--- config.mk ---
export PLATFORM = sky130hd
export DESIGN_NAME = bsg_mem_1rw_sync_rv_master_flat
export DESIGN_NICKNAME = d
export VERILOG_FILES = /design/src/rtl/bsg_mem_1rw_sync_rv_master_if.sv /design/src/rtl/bsg_mem_1rw_sync_rv_master.sv /design/src/flat_wrapper.sv
export SDC_FILE = /design/constraint.sdc
export NUM_CORES = 1
export LEC_CHECK = 0
export CORE_MARGIN = 2
export CORE_UTILIZATION = 45
export CTS_BUF_LIST = sky130_fd_sc_hd__clkbuf_4
export DETAILED_ROUTE_END_ITERATION = 10
export PLACE_DENSITY_LB_ADDON = 0.05
export RECOVER_POWER = 25
export SLEW_MARGIN = 20
export SYNTH_ARGS = -nofsm -noshare
export SYNTH_HDL_FRONTEND = slang
export SYNTH_SLANG_ARGS = --single-unit
--- constraint.sdc ---
create_clock -name clk_i -period 3.3 [get_ports clk_i]
set_input_delay 0.99 -clock clk_i [delete_from_list [all_inputs] [get_ports clk_i]]
set_output_delay 0.99 -clock clk_i [all_outputs]
set_load 0.005 [all_outputs]
--- src/rtl/bsg_mem_1rw_sync_rv_master_if.sv ---
// Request, response and RAM-side signal bundle for bsg_mem_1rw_sync_rv_master.
// The slave modport is the sequencer's view; the master modport is the client/RAM environment.
interface bsg_mem_1rw_sync_rv_master_if #(
    parameter int width_p = -1,
    parameter int els_p   = -1
);
    localparam int addr_width_lp = (els_p > 1) ? $clog2(els_p) : 1;

    logic                     v_i;
    logic                     w_i;
    logic [addr_width_lp-1:0] addr_i;
    logic [width_p-1:0]       data_i;
    logic                     ready_o;

    logic                     v_o;
    logic [width_p-1:0]       data_o;
    logic                     yumi_i;

    logic                     mem_v_o;
    logic                     mem_w_o;
    logic [addr_width_lp-1:0] mem_addr_o;
    logic [width_p-1:0]       mem_data_o;
    logic [width_p-1:0]       mem_data_i;

    modport slave (
        input  v_i, w_i, addr_i, data_i, yumi_i, mem_data_i,
        output ready_o, v_o, data_o, mem_v_o, mem_w_o, mem_addr_o, mem_data_o
    );

    modport master (
        output v_i, w_i, addr_i, data_i, yumi_i, mem_data_i,
        input  ready_o, v_o, data_o, mem_v_o, mem_w_o, mem_addr_o, mem_data_o
    );
endinterface

--- src/rtl/bsg_mem_1rw_sync_rv_master.sv ---
// Client-side sequencer for a 1rw synchronous RAM: valid/ready requests in,
// valid/yumi read responses out through a 2-entry buffer with bypass.
module bsg_mem_1rw_sync_rv_master #(
    parameter int width_p = -1,
    parameter int els_p   = -1
) (
    input  logic clk_i,
    input  logic reset_n_i,
    bsg_mem_1rw_sync_rv_master_if.slave bus
);

    logic               inflight_q, inflight_d;
    logic [1:0]         cnt_q, cnt_d;
    logic               wptr_q, wptr_d;
    logic               rptr_q, rptr_d;
    logic [width_p-1:0] fifo_q [2];

    logic [1:0] occ;
    logic       ready;
    logic       acc;
    logic       fifo_empty;
    logic       push;
    logic       pop;

    // Credits cover both the read in the RAM pipeline and the buffered responses.
    assign occ        = {1'b0, inflight_q} + cnt_q;
    assign ready      = reset_n_i & (occ < 2'd2);
    assign acc        = bus.v_i & ready;
    assign fifo_empty = (cnt_q == 2'd0);

    // RAM data is only valid for one cycle: keep it unless it bypasses straight out.
    assign push = inflight_q & ~(fifo_empty & bus.yumi_i);
    assign pop  = bus.yumi_i & ~fifo_empty;

    always_comb begin
        inflight_d = acc & ~bus.w_i;
        cnt_d      = cnt_q + {1'b0, push} - {1'b0, pop};
        wptr_d     = wptr_q ^ push;
        rptr_d     = rptr_q ^ pop;
    end

    always_ff @(posedge clk_i or negedge reset_n_i) begin
        if (!reset_n_i) begin
            inflight_q <= 1'b0;
            cnt_q      <= 2'd0;
            wptr_q     <= 1'b0;
            rptr_q     <= 1'b0;
        end else begin
            inflight_q <= inflight_d;
            cnt_q      <= cnt_d;
            wptr_q     <= wptr_d;
            rptr_q     <= rptr_d;
        end
    end

    always_ff @(posedge clk_i) begin
        if (push) fifo_q[wptr_q] <= bus.mem_data_i;
    end

    assign bus.ready_o    = ready;
    assign bus.mem_v_o    = acc;
    assign bus.mem_w_o    = bus.w_i;
    assign bus.mem_addr_o = bus.addr_i;
    assign bus.mem_data_o = bus.data_i;

    assign bus.v_o    = inflight_q | ~fifo_empty;
    assign bus.data_o = fifo_empty ? bus.mem_data_i : fifo_q[rptr_q];

    a_params: assert property (@(posedge clk_i) (width_p >= 1) && (els_p >= 1))
        else $error("width_p and els_p must be set to positive values");

    a_yumi: assert property (@(posedge clk_i) disable iff (!reset_n_i) bus.yumi_i |-> bus.v_o)
        else $error("yumi_i asserted without v_o");

    a_ctrl_known: assert property (@(posedge clk_i) disable iff (!reset_n_i) !$isunknown({bus.v_i, bus.w_i}))
        else $error("v_i/w_i unknown out of reset");

    a_no_overflow: assert property (@(posedge clk_i) disable iff (!reset_n_i) push |-> (cnt_q != 2'd2))
        else $error("push into full response buffer");

endmodule

--- src/flat_wrapper.sv ---
// flat-port wrapper written by rule: the top's interface ports become plain ports
module bsg_mem_1rw_sync_rv_master_flat 
#(
    parameter int width_p = -1,
    parameter int els_p   = -1
)
  (clk_i, reset_n_i, bus_v_i, bus_w_i, bus_addr_i, bus_data_i, bus_yumi_i, bus_mem_data_i, bus_ready_o, bus_v_o, bus_data_o, bus_mem_v_o, bus_mem_w_o, bus_mem_addr_o, bus_mem_data_o);
  bsg_mem_1rw_sync_rv_master_if #(.width_p(width_p), .els_p(els_p)) bus_i ();
  input  logic clk_i;
  input  logic reset_n_i;
  input wire logic [$bits(bus_i.v_i)-1:0] bus_v_i;
  input wire logic [$bits(bus_i.w_i)-1:0] bus_w_i;
  input wire logic [$bits(bus_i.addr_i)-1:0] bus_addr_i;
  input wire logic [$bits(bus_i.data_i)-1:0] bus_data_i;
  input wire logic [$bits(bus_i.yumi_i)-1:0] bus_yumi_i;
  input wire logic [$bits(bus_i.mem_data_i)-1:0] bus_mem_data_i;
  output wire logic [$bits(bus_i.ready_o)-1:0] bus_ready_o;
  output wire logic [$bits(bus_i.v_o)-1:0] bus_v_o;
  output wire logic [$bits(bus_i.data_o)-1:0] bus_data_o;
  output wire logic [$bits(bus_i.mem_v_o)-1:0] bus_mem_v_o;
  output wire logic [$bits(bus_i.mem_w_o)-1:0] bus_mem_w_o;
  output wire logic [$bits(bus_i.mem_addr_o)-1:0] bus_mem_addr_o;
  output wire logic [$bits(bus_i.mem_data_o)-1:0] bus_mem_data_o;
  assign bus_i.v_i = bus_v_i;
  assign bus_i.w_i = bus_w_i;
  assign bus_i.addr_i = bus_addr_i;
  assign bus_i.data_i = bus_data_i;
  assign bus_i.yumi_i = bus_yumi_i;
  assign bus_i.mem_data_i = bus_mem_data_i;
  assign bus_ready_o = bus_i.ready_o;
  assign bus_v_o = bus_i.v_o;
  assign bus_data_o = bus_i.data_o;
  assign bus_mem_v_o = bus_i.mem_v_o;
  assign bus_mem_w_o = bus_i.mem_w_o;
  assign bus_mem_addr_o = bus_i.mem_addr_o;
  assign bus_mem_data_o = bus_i.mem_data_o;
  bsg_mem_1rw_sync_rv_master #(.width_p(width_p), .els_p(els_p)) u_core (.clk_i(clk_i), .reset_n_i(reset_n_i), .bus(bus_i));
endmodule
==> reports/summary.md, run 1 <==
STA
- **fraction of the cycle the final worst path needs** 96.84%
- **clk_skew** 0.002673 ns
- **number of endpoints with negative hold slack in the final report** 0
- **setup repair after global routing missed its margin** false
- **headroom to the max-slew limit** 76.87%
- **# setup viols final** 0
- **highest achievable clock rate** 0.3129 GHz
- **minimum clock period after layout** 3.196 ns
- **number of slew-limit violations in the final report** 0
- **Worst Tran Pin Value** 0.3466 ns
- **setup_tns** 0 ns

Die
- **Initial Util** 50.65%
- **Die W** 40.07 um
- **CORE AREA** 0.001156 mm^2
- **I/O pin total** 23
- **floorplan die height** 40.07 um
- **Core Rows** 12
- **DIE AREA** 0.001606 mm^2

Power and ir drop
- **register share of total power** 39.5%
- **share of power burned in the clock network** 18.2%
- **combinational cell fraction of total power** 42.3%
- **power density relative to cell area** 752.3 mW/mm^2
- **worst supply voltage drop on vdd** 349.3 uV
- **cell internal pwr** 0.0003694 W
- **static leakage** 0.3022 nW
- **net switching share of the total power** 33.25%
- **net switching component of the power** 0.0001841 W

Clock tree
- **Num CTS Buffers** 3
- **clock-pin slew on the worst setup and hold paths** 0.07 ns
- **Max clock buf depth** 2
- **maximum level of the CTS H-tree** 1
- **number of post-CTS setup repair buffers** 0
- **Root Buffer** sky130_fd_sc_hd__clkbuf_4
- **clock sink total** 11
- **hold_buf cts** 0
- **clock latency reported for the late side of the worst-skew pair** 0.27 ns
- **CTS tree** yes
- **# resized after CTS** 0

Synth
- **most common cell in the netlist** sky130_fd_sc_hd__edfxtp_1
- **count of distinct cell types in the synthesized netlist** 24
- **synthesized instance count** 52
- **Post-synth EDFFs** 6
- **simple-gate area share of the yosys netlist** 17.52%
- **mux share of post-synthesis cell area** 5.128%
- **synthesized-area fraction occupied by ao, oa, aoi and oai cells** 6.838%
- **xor/xnor share of the synthesized area** 4.487%
- **leading area contributor after synthesis** sky130_fd_sc_hd__edfxtp_1
- **share of Yosys cell area claimed by the top area cell type** 30.77%
- **Post-Synthesis Cell Area** 585.6 um^2
- **Synthesis Warnings** 0
- **dominant combinational cell family by area after synthesis** simple AND/OR/NAND/NOR gates
- **share of synthesized registers carrying an async set or reset** 45.45%
- **top cell types by occurrence after synthesis** sky130_fd_sc_hd__edfxtp_1 (6), sky130_fd_sc_hd__buf_4 (5), sky130_fd_sc_hd__dfrtp_1 (5), sky130_fd_sc_hd__nand2_1 (5), sky130_fd_sc_hd__inv_1 (4)
- **sequential fraction of the synthesis area** 52.14%
- **Post-Synthesis Mean Instance Area** 11.26 um^2
- **leading post-synthesis cells by cell area** sky130_fd_sc_hd__edfxtp_1 (31%), sky130_fd_sc_hd__dfrtp_1 (21%), sky130_fd_sc_hd__buf_4 (6.4%)
- **most used flip-flop cell after synthesis** sky130_fd_sc_hd__edfxtp_1
- **net count of the mapped netlist** 66
- **area share of fa/ha/maj cells after synthesis** 4.274%
- **synthesis-stage register bit count** 11

Routing
- **detailed-routing iteration count for the pre-antenna-repair pass** 3
- **vias per cell** 5.215
- **Routed wire per std cell** 14.49 um
- **via count** 412
- **Final Routed Wirelength** 1145 um
- **drt first-iter violations** 6
- **number of remaining DRC errors** 0
- **number of routed nets with antenna violations** 0

Final layout
- **number of nets in the finished design** 80
- **synthesis-to-layout area growth** 25.64%
- **layout cells sized above 1** 10.77%
- **final cell area excluding filler cells** 735.7 um^2
- **antenna diode count** 0

Worst setup path
- **arrival time of the worst setup path** 2.21 ns
- **critical path type** input port to output port
- **critical path startpoint** bus_mem_data_i[1]
- **worst endpoint required time** 2.31 ns
- **startpoint of the worst-slack reg-to-reg timing path** u_core.cnt_q[1]
- **Crit. End Element** output port
- **element type at the critical path start** input port
- **crit path max fanout** 3

Global routing
- **number of global-route vias before repair** 412
- **GRT Resource Usage Total** 18.82%
- **number of antenna violations at the first check in global routing** 0
- **pin count of the biggest net entering global routing** 10
- **first-pass GRT wire length** 1821 um
- **grt total ovfl** 0

Place
- **area of placed instances** 709.4 um^2
- **global placer's final weighted congestion** 0.7757
- **number of input and output port buffers inserted** 14
- **HPWL reported at the end of detailed placement** 894.9 um

Run status
- **outcome** finished, final reports clean

Flow run
- **maxcap violations** 0

Min path
- **worst hold path type** register to register
- **source of the worst hold timing path** u_core.rptr_q

## state kept, by name, summed over array words and instances, names as in the netlist
signal             cells
u_core.inflight_q      1
u_core.cnt_q           2
u_core.rptr_q          1
u_core.fifo_q          6
u_core.wptr_q          1
## per-layer routing
| layer | wire (um) | vias up | global-route usage [%] | share of wire, % |
|---|---|---|---|---|
| li1 | - | 204 | - | - |
| met1 | 454 | 191 | 20.57 | 40 |
| met3 | 71 | 5 | 5.556 | 6.2 |
| met4 | 29 | 0 | 12.93 | 2.5 |
| met5 | 0 | - | 0 | 0 |
| met2 | 590 | 12 | 31.05 | 52 |
## stage by stage
stage	std cells	utilization, %	hold WS (ns)	power, W	setup WS [ns]
final	79	63.64	0.6076	0.0005535	0.1042
after global routing	79	63.64	0.6495	0.0005960	0.05518
after CTS	79	63.96	0.6124	0.0005623	0.1301
after detailed placement	75	61.36	0.6011	0.0004600	0.1352
after global placement	75	61.36	0.5926	0.0004434	0.1569
after floorplan	52	-	0.5874	0.0003512	1.080
## power by group through the flow
stage	sequential (W)	combinational, W	clock [W]
final	0.000219	0.000234	0.000101
after global placement	0.000217	0.000227	0
after CTS	0.000218	0.000241	0.000103
after global routing	0.000222	0.000265	0.000109
after detailed placement	0.000221	0.000239	0
after floorplan	0.000201	0.000150	0
## layout by cell type, fill, tap and decap left out, drive strengths merged
master         count
clkdlybuf4s50     12
and3               1
nand2              5
and4b              1
nand3b             2
a21boi             1
xor2               2
clkbuf             5
nand4              1
or4                1
dfrtp              5
xnor2              1
o21ai              3
dlygate4sd3        2
ha                 2
edfxtp             6
and2               1
mux2i              3
nor2               1
o2111ai            1
or3                1
inv                4
nor2b              2
a21oi              1
nand2b             1
## path summary, 6_finish.rpt
kind	slack [ns]	end	cells past startpoint
min in group asynchronous	0.88	u_core.rptr_q	1
max in group asynchronous	1.98	u_core.wptr_q	2
hold / removal	0.61	u_core.rptr_q	1
hold reg to reg	0.61	u_core.rptr_q	1
setup reg to reg	1.19	u_core.cnt_q[1]	6
setup / recovery	0.10	bus_data_o[1]	4
## logic make-up after synthesis
family          Yosys count
compound gates            6
xor+xnor                  3
fa+ha+maj                 2
buf+inv                  10
flops                    11
mux                       3
simple gates             17
## cell type report
type,count,area [um^2]
well taps,14,17.52
flip-flops and latches,11,305.3
fillers,90,420.4
repair buffers,15,143.9
clock buffers,4,30.03
inverters,4,15.01
multi-input cells,31,224.0
## worst max-delay path, cell delays in order
cell and delay, ns:
sky130_fd_sc_hd__dlygate4sd3_1 0.56, sky130_fd_sc_hd__nand2_1 0.05, sky130_fd_sc_hd__o21ai_0 0.08, sky130_fd_sc_hd__clkdlybuf4s50_1 0.52
No activity file was read; power rests on OpenSTA's default activity.
==> run 2: changes to the inputs <==
- CORE_MARGIN: 2 -> default
==> run 2 against run 1 <==
Net effect:
- die area decreased by 9.7%
- cell count unchanged
- sequential power hardly changed
- routed wire length decreased by 2.4%
- global-route usage fell by 1.8 points
- maximum frequency decreased by 0.86%
- first-iteration DRC count did not move
- critical endpoint unchanged
==> reports/summary.md, run 2 (synthesis results as in run 1) <==
Die
- **Die W** 38.07 um, was 40.07 um
- **DIE AREA** 0.001449 mm^2, was 0.001606 mm^2
- **Initial Util** 50.65%, unchanged
- **I/O pin total** 23, unchanged
- **floorplan die height** 38.07 um, was 40.07 um
- **Core Rows** 12, unchanged
- **CORE AREA** 0.001156 mm^2, unchanged

STA
- **number of slew-limit violations in the final report** 0, unchanged
- **minimum clock period after layout** 3.224 ns, was 3.196 ns
- **highest achievable clock rate** 0.3102 GHz, was 0.3129 GHz
- **setup_tns** 0 ns, unchanged
- **# setup viols final** 0, unchanged
- **setup repair after global routing missed its margin** false, unchanged
- **worst setup margin** 0.07649 ns, was 0.1042 ns
- **fraction of the cycle the final worst path needs** 97.68%, was 96.84%
- **headroom to the max-slew limit** 76.47%, was 76.87%
- **Worst Tran Pin Value** 0.3526 ns, was 0.3466 ns
- **number of endpoints with negative hold slack in the final report** 0, unchanged
- **clk_skew** 0.0008174 ns, was 0.002673 ns

Routing
- **vias per cell** 5.241, was 5.215
- **detailed-routing iteration count for the pre-antenna-repair pass** 2, was 3
- **number of routed nets with antenna violations** 0, unchanged
- **drt first-iter violations** 6, unchanged
- **Final Routed Wirelength** 1117 um, was 1145 um
- **number of remaining DRC errors** 0, unchanged
- **via count** 414, was 412
- **Routed wire per std cell** 14.14 um, was 14.49 um

Final layout
- **flip-flop count of the largest register after layout** 6, unchanged
- **Seq. cell area** 305.3 um^2, unchanged
- **layout cells sized above 1** 10.77%, unchanged
- **antenna diode count** 0, unchanged
- **leading cell types in the layout, fill and taps excluded** sky130_fd_sc_hd__clkdlybuf4s50_1 (11), sky130_fd_sc_hd__edfxtp_1 (6), sky130_fd_sc_hd__nand2_1 (5), sky130_fd_sc_hd__dfrtp_1 (5), was sky130_fd_sc_hd__clkdlybuf4s50_1 (12), sky130_fd_sc_hd__edfxtp_1 (6), sky130_fd_sc_hd__nand2_1 (5), sky130_fd_sc_hd__dfrtp_1 (5)
- **synthesis-to-layout area growth** 25.64%, unchanged
- **number of nets in the finished design** 80, unchanged
- **# fillers** 82, was 90
- **utilization after layout** 63.64%, unchanged
- **multi-input logic area** 224.0 um^2, unchanged
- **commonest non-fill, non-tap cell in the layout** sky130_fd_sc_hd__clkdlybuf4s50_1, unchanged
- **largest registers** u_core.fifo_q (6), u_core.cnt_q (2), unchanged
- **largest reg by FF count** u_core.fifo_q, unchanged

Worst setup path
- **critical path's largest stage delay** 0.57 ns, was 0.56 ns
- **startpoint of the worst-slack reg-to-reg timing path** u_core.cnt_q[1], unchanged
- **buffer and inverter count on the worst path** 2, unchanged
- **worst endpoint required time** 2.31 ns, about the same
- **Crit. End Element** output port, unchanged
- **arrival time of the worst setup path** 2.23 ns, was 2.21 ns
- **critical path startpoint** bus_mem_data_i[1], unchanged
- **element type at the critical path start** input port, unchanged
- **kind of cell adding the most delay to the critical path** buffers and inverters, unchanged
- **critical path type** input port to output port, unchanged
- **crit path max fanout** 3, unchanged
- **Slowest-stage cell, CP** sky130_fd_sc_hd__dlygate4sd3_1, unchanged
- **cell-by-cell listing of the critical path** dlygate4sd3_1 > nand2_1 > o21ai_0 > clkdlybuf4s50_1, unchanged

Clock tree
- **# resized after CTS** 0, unchanged
- **Num CTS Buffers** 3, unchanged
- **number of post-CTS setup repair buffers** 0, unchanged
- **Root Buffer** sky130_fd_sc_hd__clkbuf_4, unchanged
- **Max clock buf depth** 2, unchanged
- **clock sink total** 11, unchanged
- **clock-pin slew on the worst setup and hold paths** 0.06 ns, was 0.07 ns
- **maximum level of the CTS H-tree** 1, unchanged
- **CTS tree** yes, unchanged
- **hold_buf cts** 0, unchanged
- **clock latency reported for the late side of the worst-skew pair** 0.26 ns, was 0.27 ns

Place
- **minimum setup slack after placement** 0.1168 ns, was 0.1352 ns
- **HPWL reported at the end of detailed placement** 881.7 um, was 894.9 um
- **number of input and output port buffers inserted** 14, unchanged
- **global placer's final weighted congestion** 0.7427, was 0.7757

Power and ir drop
- **static leakage** 0.3025 nW, was 0.3022 nW
- **worst supply voltage drop on vdd** 352.5 uV, was 349.3 uV
- **power density relative to cell area** 750.5 mW/mm^2, was 752.3 mW/mm^2

Flow run
- **maxcap violations** 0, unchanged

Min path
- **worst hold path type** register to register, unchanged
- **source of the worst hold timing path** u_core.rptr_q, unchanged

Global routing
- **number of antenna violations at the first check in global routing** 0, unchanged
- **pin count of the biggest net entering global routing** 10, unchanged
- **first-pass GRT wire length** 1649 um, was 1821 um
- **GRT Resource Usage Total** 17.02%, was 18.82%
- **number of global-route vias before repair** 402, was 412
- **grt total ovfl** 0, unchanged

Run status
- **outcome** finished, final reports clean, unchanged

-- run 2: metrics by stage --
stage                     hold slack [ns]  std cells  power (W)  area (um^2)
after detailed placement           0.5976         75  0.0004624        709.4
after global placement             0.5916         75  0.0004412        709.4
final                              0.5926         79  0.0005522        735.7
after floorplan                    0.5874         52  0.0003512        585.6
after global routing               0.6306         79  0.0005915        735.7
after CTS                          0.6071         79  0.0005598        739.5
-- run 2: layout make-up --
| type | instances | share of cell area [%] |
|---|---|---|
| Timing Repair Buffer | 15 | 19.56 |
| Inverter | 4 | 2.041 |
| Sequential cell | 11 | 41.50 |
| Clock buffer | 4 | 4.082 |
| Tap cell | 14 | 2.381 |
| Multi-Input combinational cell | 31 | 30.44 |
-- run 2: power by group --
part / internal, W / switching [W] / total (W)
registers: 0.000178 / 0.0000410 / 0.000218
logic: 0.000137 / 0.000102 / 0.000239
clock network: 0.0000549 / 0.0000403 / 0.0000952
-- run 2: path summary, 6_finish.rpt --
kind	to	slack, ns	cells after the start
max	bus_data_o[1]	0.08	4
min	u_core.rptr_q	0.59	1
max reg2reg	u_core.cnt_q[1]	1.20	6
min reg2reg	u_core.rptr_q	0.59	1
max in group asynchronous	u_core.wptr_q	1.89	2
min in group asynchronous	u_core.rptr_q	1.19	2
-- run 2: routing by layer --
layer  share of wire [%]  wire (um)  vias up  track usage (%)
met5                   0          0        -                0
li1                    -          -      205                -
met2                  54        602        8            29.66
met3                 4.3         48        0            5.233
met1                  42        465      201            19.69
met4                   0          0        0            5.357
==> run 3: changes to the inputs <==
- PLACE_DENSITY: default -> 0.82
- PLACE_DENSITY_LB_ADDON: 0.05 -> default
- SETUP_SLACK_MARGIN: default -> 0.15
==> run 3 against run 2 <==
Net effect:
- hold slack lost 0.0029 ns
- die area is the same
- routed wire length shrank 9.6%
- via count shrank 3.9%
- sequential share of layout area shrank 0.35 points
- clock skew grew 0.0023 ns
- setup slack gained 0.15 ns
- maximum frequency grew 4.7%
- cell count is the same
- count of clock-buffer cells in the layout is the same
- critical path type unchanged
- critical endpoint is now bus_ready_o
- highest routed layer is now met4
==> reports/summary.md, run 3 (synthesis results as in run 1) <==
Routing
- **Final Routed Wirelength** 1010 um, was 1117 um
- **number of remaining DRC errors** 0, unchanged
- **Routed wire per std cell** 12.78 um, was 14.14 um
- **vias per cell** 5.038, was 5.241
- **via count** 398, was 414
- **number of routed nets with antenna violations** 0, unchanged
- **detailed-routing iteration count for the pre-antenna-repair pass** 2, unchanged
- **drt first-iter violations** 6, unchanged

Final layout
- **multi-input logic area** 224.0 um^2, unchanged
- **antenna diode count** 0, unchanged
- **commonest non-fill, non-tap cell in the layout** sky130_fd_sc_hd__clkdlybuf4s50_1, unchanged
- **largest reg by FF count** u_core.fifo_q, unchanged
- **flip-flop count of the largest register after layout** 6, unchanged
- **# fillers** 97, was 82
- **largest registers** u_core.fifo_q (6), u_core.cnt_q (2), unchanged
- **number of nets in the finished design** 80, unchanged
- **Seq. cell area** 305.3 um^2, unchanged
- **synthesis-to-layout area growth** 26.71%, was 25.64%
- **final cell area excluding filler cells** 742.0 um^2, was 735.7 um^2
- **layout cells sized above 1** 10.77%, unchanged
- **leading cell types in the layout, fill and taps excluded** sky130_fd_sc_hd__clkdlybuf4s50_1 (8), sky130_fd_sc_hd__edfxtp_1 (6), sky130_fd_sc_hd__nand2_1 (5), sky130_fd_sc_hd__dfrtp_1 (5), was sky130_fd_sc_hd__clkdlybuf4s50_1 (11), sky130_fd_sc_hd__edfxtp_1 (6), sky130_fd_sc_hd__nand2_1 (5), sky130_fd_sc_hd__dfrtp_1 (5)
- **utilization after layout** 64.18%, was 63.64%

Worst setup path
- **end of the worst register-to-register path** u_core.cnt_q[1], unchanged
- **crit path max fanout** 3, unchanged
- **minimum setup slack among reg-to-reg paths** 1.22 ns, was 1.20 ns
- **cell seen most often among critical-path stages** sky130_fd_sc_hd__clkdlybuf4s50_1
- **critical path's largest stage delay** 0.49 ns, was 0.57 ns
- **element type at the critical path start** input port, unchanged
- **buffer and inverter count on the worst path** 2, unchanged
- **kind of cell adding the most delay to the critical path** buffers and inverters, unchanged
- **cell count of the worst reg-to-reg path** 6, unchanged
- **cell-by-cell listing of the critical path** clkdlybuf4s50_1 > and2_1 > clkdlybuf4s50_1, was dlygate4sd3_1 > nand2_1 > o21ai_0 > clkdlybuf4s50_1
- **startpoint of the worst-slack reg-to-reg timing path** u_core.cnt_q[1], unchanged
- **worst endpoint required time** 2.31 ns, about the same
- **Slowest-stage cell, CP** sky130_fd_sc_hd__clkdlybuf4s50_1, was sky130_fd_sc_hd__dlygate4sd3_1
- **critical path type** input port to output port, unchanged
- **critical path startpoint** reset_n_i, was bus_mem_data_i[1]
- **arrival time of the worst setup path** 2.09 ns, was 2.23 ns
- **Crit. End Element** output port, unchanged

Global routing
- **GRT Resource Usage Total** 17.04%, was 17.02%
- **grt total ovfl** 0, unchanged
- **number of global-route vias before repair** 369, was 402
- **pin count of the biggest net entering global routing** 10, unchanged
- **first-pass GRT wire length** 1559 um, was 1649 um
- **number of antenna violations at the first check in global routing** 0, unchanged

STA
- **setup repair after global routing missed its margin** false, unchanged
- **clk_skew** 0.003072 ns, was 0.0008174 ns
- **minimum clock period after layout** 3.078 ns, was 3.224 ns
- **number of endpoints with negative hold slack in the final report** 0, unchanged
- **# setup viols final** 0, unchanged
- **headroom to the max-slew limit** 76.69%, was 76.47%
- **highest achievable clock rate** 0.3249 GHz, was 0.3102 GHz
- **number of slew-limit violations in the final report** 0, unchanged
- **final worst hold slack** 0.5897 ns, was 0.5926 ns
- **fraction of the cycle the final worst path needs** 93.27%, was 97.68%
- **setup_tns** 0 ns, unchanged
- **Worst Tran Pin Value** 0.3497 ns, was 0.3526 ns

Die
- **Die W** 38.07 um, unchanged
- **DIE AREA** 0.001449 mm^2, unchanged
- **CORE AREA** 0.001156 mm^2, unchanged
- **Initial Util** 50.65%, unchanged
- **I/O pin total** 23, unchanged
- **floorplan die height** 38.07 um, unchanged
- **Core Rows** 12, unchanged

Power and ir drop
- **power density relative to cell area** 725.7 mW/mm^2, was 750.5 mW/mm^2
- **worst supply voltage drop on vdd** 324.0 uV, was 352.5 uV
- **static leakage** 0.3402 nW, was 0.3025 nW
- **Tot Pwr** 0.0005385 W, was 0.0005522 W

Place
- **number of input and output port buffers inserted** 14, unchanged
- **area of placed instances** 709.4 um^2, unchanged
- **global placer's final weighted congestion** 0.7362, was 0.7427

Clock tree
- **CTS tree** yes, unchanged
- **hold_buf cts** 0, unchanged
- **number of post-CTS setup repair buffers** 0, unchanged
- **Root Buffer** sky130_fd_sc_hd__clkbuf_4, unchanged
- **clock sink total** 11, unchanged
- **Num CTS Buffers** 3, unchanged
- **maximum level of the CTS H-tree** 1, unchanged
- **clock latency reported for the late side of the worst-skew pair** 0.27 ns, was 0.26 ns
- **clock-pin slew on the worst setup and hold paths** 0.07 ns, was 0.06 ns
- **Max clock buf depth** 2, unchanged

Min path
- **source of the worst hold timing path** u_core.rptr_q, unchanged
- **hold path depth** 1, unchanged
- **capture endpoint of the worst hold path** u_core.rptr_q, unchanged
- **worst hold path type** register to register, unchanged

Flow run
- **maxcap violations** 0, unchanged

Run status
- **outcome** finished, final reports clean, unchanged

## run 3: changes by cell type in the layout (fill, tap and decap cells not counted), sizes merged
cell / change
clkdlybuf4s50: -3
dlygate4sd2: +1
dlygate4sd3: -1
dlymetal6s2s: +3
## run 3: per-stage QoR
stage	setup WS, ns	std cells
6_report	0.2220	79
5_1_grt	0.1521	79
4_1_cts	0.1707	79
3_5_place_dp	0.1528	75
3_3_place_gp	0.1815	75
2_1_floorplan	1.080	52
## run 3: metal layers
metal / track usage, % / wire, um / part of all wire, % / vias to the layer above
met5: 0 / 0 / 0 / -
met2: 25.00 / 496 / 49 / 12
met4: 8.036 / 8 / 0.79 / 0
li1: - / - / - / 207
met3: 7.558 / 60 / 5.9 / 2
met1: 21.21 / 444 / 44 / 177
## run 3: repair_timing
item,in CTS,in global routing
hold endpoints to repair,0,0
gates resized for setup,1,3
endpoints found under the setup margin,1,3
## run 3: layout make-up
type / instances / share of cell area (%)
Multi-Input combinational cell: 31 / 30.19
Timing Repair Buffer: 15 / 20.24
Clock buffer: 4 / 4.047
Tap cell: 14 / 2.361
Inverter: 4 / 2.024
Sequential cell: 11 / 41.15
## run 3: power breakdown
group | total [W] | leakage [nW] | internal (W) | switching, W
Clock | 0.0000993 | 0.0184 | 0.0000550 | 0.0000443
Sequential | 0.000216 | 0.115 | 0.000177 | 0.0000383
Combinational | 0.000223 | 0.207 | 0.000126 | 0.0000971
Total | 0.000538 | 0.340 | 0.000359 | 0.000180
## run 3: worst max path at each step
| stage | to | slack, ns | depth (start not counted) |
|---|---|---|---|
| after floorplan | u_core.cnt_q[1] | 1.08 | 5 |
| after global placement | bus_data_o[1] | 0.18 | 4 |
| after detailed placement | bus_data_o[1] | 0.15 | 4 |
| after CTS | bus_data_o[0] | 0.17 | 4 |
| after global routing | bus_ready_o | 0.15 | 3 |
| final | bus_ready_o | 0.22 | 3 |
